### src/rtl/sd_blk_bram_packer.sv
// Packs an SD block byte stream into 64-bit words written to BRAM port A; 9 cycles/word minimum, done 1 cycle after last write.
// byte_rdy is high only in PACK and never depends on byte_vld; the write cycle stalls the stream for one cycle.
module sd_blk_bram_packer #(
  parameter int WORDS_PER_BLK = 64,
  parameter bit BIG_ENDIAN    = 1'b1
) (
  input  logic        i_clk,
  input  logic        i_reset,
  input  logic        i_start,
  input  logic [5:0]  i_base_addr,
  input  logic        i_abort,
  input  logic [7:0]  i_byte_in,
  input  logic        i_byte_vld,
  output logic        o_byte_rdy,
  output logic [6:0]  o_bram_addr,
  output logic [63:0] o_bram_data,
  output logic        o_bram_wr,
  output logic        o_busy,
  output logic        o_done,
  output logic        o_err,
  output logic [6:0]  o_word_cnt
);

  localparam logic [6:0] LP_LAST = 7'(WORDS_PER_BLK);

  typedef enum logic [1:0] {S_IDLE, S_PACK, S_WRITE, S_DONE} state_t;

  state_t      r_state;
  state_t      w_state_nxt;
  logic [5:0]  r_base;
  logic [3:0]  r_byte_cnt;
  logic [6:0]  r_word_cnt;
  logic [63:0] r_shift;
  logic [5:0]  r_addr;
  logic [63:0] r_data;
  logic        r_wr;
  logic        r_done;
  logic        r_err;

  logic        w_xfer;
  logic        w_last_byte;
  logic        w_last_word;
  logic        w_start_ok;
  logic [63:0] w_shift_nxt;

  assign w_xfer      = i_byte_vld && (r_state == S_PACK);
  assign w_last_byte = w_xfer && (r_byte_cnt == 4'd7);
  assign w_last_word = (r_word_cnt + 7'd1) == LP_LAST;
  assign w_start_ok  = i_start && !i_abort;
  // First byte of a word ends up in the top byte (big endian) or the bottom byte (little endian).
  assign w_shift_nxt = BIG_ENDIAN ? {r_shift[55:0], i_byte_in} : {i_byte_in, r_shift[63:8]};

  always_ff @(posedge i_clk or posedge i_reset) begin
    if (i_reset) r_state <= S_IDLE;
    else         r_state <= w_state_nxt;
  end

  always_comb begin
    w_state_nxt = r_state;
    case (r_state)
      S_IDLE:  if (w_start_ok) w_state_nxt = S_PACK;
      S_PACK:  begin
        if (i_abort)          w_state_nxt = S_IDLE;
        else if (w_last_byte) w_state_nxt = S_WRITE;
      end
      S_WRITE: begin
        if (i_abort)          w_state_nxt = S_IDLE;
        else if (w_last_word) w_state_nxt = S_DONE;
        else                  w_state_nxt = S_PACK;
      end
      S_DONE:  w_state_nxt = S_IDLE;
      default: w_state_nxt = S_IDLE;
    endcase
  end

  always_ff @(posedge i_clk or posedge i_reset) begin
    if (i_reset) begin
      r_base     <= '0;
      r_byte_cnt <= '0;
      r_word_cnt <= '0;
      r_shift    <= '0;
      r_addr     <= '0;
      r_data     <= '0;
      r_wr       <= 1'b0;
      r_done     <= 1'b0;
      r_err      <= 1'b0;
    end else begin
      r_wr   <= 1'b0;
      r_done <= 1'b0;
      r_err  <= (r_state != S_IDLE) && (i_start || i_abort);
      case (r_state)
        S_IDLE: begin
          if (w_start_ok) begin
            r_base     <= i_base_addr;
            r_word_cnt <= '0;
            r_byte_cnt <= '0;
            r_shift    <= '0;
          end
        end
        S_PACK: begin
          if (i_abort) begin
            r_byte_cnt <= '0;
          end else if (w_xfer) begin
            r_shift    <= w_shift_nxt;
            r_byte_cnt <= r_byte_cnt + 4'd1;
            if (w_last_byte) begin
              r_wr   <= 1'b1;
              r_data <= w_shift_nxt;
              r_addr <= r_base + r_word_cnt[5:0];
            end
          end
        end
        S_WRITE: begin
          // The write is already on the port this cycle, so it counts even if aborted.
          r_byte_cnt <= '0;
          r_word_cnt <= r_word_cnt + 7'd1;
          if (!i_abort && w_last_word) r_done <= 1'b1;
        end
        default: ;
      endcase
    end
  end

  assign o_byte_rdy  = (r_state == S_PACK);
  assign o_busy      = (r_state != S_IDLE);
  assign o_bram_addr = {1'b0, r_addr};
  assign o_bram_data = r_data;
  assign o_bram_wr   = r_wr;
  assign o_done      = r_done;
  assign o_err       = r_err;
  assign o_word_cnt  = r_word_cnt;

endmodule

### config.mk
export PLATFORM = sky130hd
export DESIGN_NAME = sd_blk_bram_packer
export DESIGN_NICKNAME = d
export VERILOG_FILES = /design/src/rtl/sd_blk_bram_packer.sv
export SDC_FILE = /design/constraint.sdc
export NUM_CORES = 1
export LEC_CHECK = 0
export CORE_MARGIN = 5
export CORE_UTILIZATION = 25
export DETAILED_ROUTE_END_ITERATION = 12
export DONT_BUFFER_PORTS = 1
export MAX_ROUTING_LAYER = met4
export SETUP_SLACK_MARGIN = 0.5
export SLEW_MARGIN = 40
export SYNTH_ARGS = -nofsm -noshare
export SYNTH_HDL_FRONTEND = slang
export SYNTH_SLANG_ARGS = --single-unit
### constraint.sdc
create_clock -name i_clk -period 7.3 [get_ports i_clk]
set_input_delay 0.73 -clock i_clk [delete_from_list [all_inputs] [get_ports i_clk]]
set_output_delay 0.73 -clock i_clk [all_outputs]
set_load 0.01 [all_outputs]
==> results by group <==
Synthesis
  – Dominant synthesized flop cell: sky130_fd_sc_hd__dfrtp_1
  – Register area share after synthesis: 0.6229
  – Post-synth EDFFs: 0
  – Area of the mapped netlist: 5946 um2
  – FFs w/ async S/R, synth: 1.000
  – Average size of a mapped cell: 10.81 um2
  – Number of library cell types mapped by synthesis: 46
  – Gate Count Post-Synth: 550
  – Net Count, Synth: 578
  – Syn. warnings: 0
  – Post-synthesis sequential element count: 148

Setup path
  – Critical path's largest stage delay: approximately 540 ps
  – Nature of the critical path startpoint: register
  – Worst Setup Path Type: reg2reg
  – Cells traversed along the worst timing path: nor3b_2 > nand2b_4 > buf_12 > inv_2 > buf_4 > nand4_1 > nand3_1
  – Max stage delay cell, worst path: sky130_fd_sc_hd__dfrtp_1
  – Critical path arrival: 2930 ps
  – Required @ worst endpoint: between 7000 and 8000 ps
  – Maximum fanout along the worst path: 49
  – Kind of capture point of the worst setup path: register

STA
  – Total Negative Setup Slacks: 0 ps
  – Slew at the pin with the worst max-slew slack: 721.4 ps
  – Unrepaired setup endpoints after global routing: false
  – Worst relative slew slack: 0.5171
  – Fin Clk Skew: roughly 12 ps
  – Shortest clock period the worst path allows after layout: 2587 ps
  – Number of max-slew violations in the final report: 0
  – Max Fclk: around 390 MHz
  – Final Hold Vio Count: 0
  – Share of the cycle needed by the critical path after routing: 0.3543
  – Setup violation total in the final timing report: 0
  – Minimum setup slack in the final design: ~4700 ps

Drt
  – Final routed wire length divided by cell count: 16.31 um
  – Violation count after the first detailed-routing iteration: between 200 and 300
  – Number of detailed-route iterations in the first pass: 4
  – Final WL: around 14000 um
  – Residual DRC: 0
  – Post-route antenna net violation count: 0
  – Vias per cell: 4.386
  – DR vias: 3820

Floorplan
  – Area of the die: ~27000 um2
  – Chip width: between 150 and 200 um
  – Chip Height: 164.2 um
  – Starting density of the core: 0.2533
  – Core region area: 23470 um2
  – I/O pins: 102
  – Std cell rows: 56

Global routing
  – Pin count of the biggest net entering global routing: 98
  – Global-route wire length before repair: around 22000 um
  – Total GRT Usage: 0.1112
  – Antenna violations before repair: 0
  – Vias in the first global route: 3740
  – GR Overflow Total: 0

Power and ir drop
  – Static power due to leakage: 3.448 nW
  – Power density relative to cell area: 272.7 nW/um2
  – Worst IR Drop VDD: 0.0001405 V

Clock tree
  – TritonCTS buffer count: 17
  – CTS tree: built
  – Clock sink total: about 150
  – Number of levels the H-tree was split into: 4
  – Maximum buffer depth of the clock tree: 2
  – Worst-path clk slew: 60 ps
  – CTS-repair resized insts: 0
  – Post-CTS setup repair buffer count: 0
  – Worst-Skew Late Latency: 420 ps
  – Hold buffer count at CTS: 0
  – Clock root cell: sky130_fd_sc_hd__clkbuf_16

Placed design
  – Gp weighted congestion: slightly below 0.8
  – Worst setup slack after placement: 4570 ps
  – Count of port buffers added during placement: 0
  – HPWL after detailed placement: 9222 um

Final layout
  – Layout fillers: 2398
  – Total number of nets in the final design: between 500 and 600
  – Post-Route Utilization: 0.2905
  – Area grow syn2layout: 14.67%
  – Share of final-layout standard cells stronger than drive strength 1: 0.09420
  – Sequential cell area: roughly 3700 um2
  – Multi-input logic area: ~2000 um2
  – Antenna diode count: 0

Outcome
  – Result of the run: complete, no violations

Flow run
  – Number of max-cap violations: 0

Hold path
  – HP Class: in2async
[placed cells by master (no fill, tap or decap), drive strengths merged, types with 5 or more instances in the layout]
cell    count
mux2        6
dfrtp     148
ha          8
and3        5
clkbuf     19
nor2        8
o21ai      22
inv        11
a22o       56
nand2     210
[where the power goes]
group	switching [mW]	internal [mW]	total, mW
sequential	0.0154	0.837	0.853
clock	0.362	0.580	0.942
combinational	0.0409	0.0238	0.0647
total	0.418	1.44	1.86
[logic make-up (layout without fill, tap and decap cells)]
group / after synthesis / in the layout / share of synthesized area
other: 1 / 1 / 0.0006307
AO/OA/AOI/OAI: 96 / 96 / 0.1254
buffers and inverters: 41 / 43 / 0.04188
AND/OR/NAND/NOR: 243 / 243 / 0.1686
flip-flops: 148 / 148 / 0.6229
multiplexers: 7 / 7 / 0.01305
XOR/XNOR: 5 / 5 / 0.007367
adder cells (fa/ha/maj): 9 / 9 / 0.02020
[metal layers]
metal	vias to the layer above	track usage	share of wire
met5	-	-	0
met4	0	0.03431	0.013
met3	12	0.04191	0.077
met2	106	0.1577	0.44
met1	1873	0.1474	0.47
li1	1829	-	-
[critical path, delay by kind of cell, from the launching register on]
kind / cells / cell delay, ps
buf+inv: 3 / 1020
simple gates: 4 / 890
flops: 1 / 540
[per-stage QoR]
step           instance area, um2  hold WS, ps  power (mW)  cells
2_1_floorplan                5946        439.6      0.9207    550
5_1_grt                      6818        294.5       1.927    871
3_5_place_dp                 6186        456.2      0.9351    839
4_1_cts                      6818        277.5       1.887    871
6_report                     6818        220.9       1.860    871
3_3_place_gp                 6160        466.3      0.9335    838
[cell type report]
class / count / area share
inverter: 7 / 0.004955
tap: 319 / 0.05854
sequential: 148 / 0.5432
timing repair buffer: 4 / 0.006240
multi-input combinational: 361 / 0.2944
clock buffer: 19 / 0.06350
clock inverter: 13 / 0.02918
[final timing paths]
path / startpoint / cells after the start / slack [ps] / end
max: r_state[0] / 7 / 4710 / r_addr[4]
min: i_reset / 1 / 220 / r_state[0]
max reg2reg: r_state[0] / 7 / 4710 / r_addr[4]
min reg2reg: r_shift[55] / 2 / 460 / o_bram_data[63]
max in group asynchronous: i_reset / 2 / 5970 / r_shift[17]
min in group i_clk: i_abort / 1 / 380 / r_state[0]
[cell usage after synthesis (all sizes together), types with 2 or more instances]
| cell | n | area share |
|---|---|---|
| a211oi | 2 | 0.0034 |
| a21o | 2 | 0.0025 |
| a22o | 56 | 0.082 |
| a31oi | 4 | 0.0042 |
| and2 | 2 | 0.0021 |
| and3 | 5 | 0.0053 |
| buf | 27 | 0.033 |
| clkbuf | 7 | 0.0044 |
| dfrtp | 148 | 0.62 |
| ha | 8 | 0.017 |
| inv | 7 | 0.0044 |
| mux2 | 6 | 0.011 |
| nand2 | 210 | 0.13 |
| nand2b | 3 | 0.0032 |
| nand4 | 3 | 0.0032 |
| nor2 | 8 | 0.0051 |
| nor2b | 3 | 0.0032 |
| o21ai | 22 | 0.019 |
| o31ai | 2 | 0.0025 |
| xnor2 | 2 | 0.0029 |
| xor2 | 3 | 0.0044 |
[sequential cells by signal, summed over array words and instances (netlist names)]
signal       count
o_bram_data     64
r_shift         56
o_word_cnt       7
r_addr           6
r_base           6
r_byte_cnt       4
r_state          2
o_bram_wr        1
o_done           1
o_err            1
Note: power is estimated with default switching activity, not from simulation.
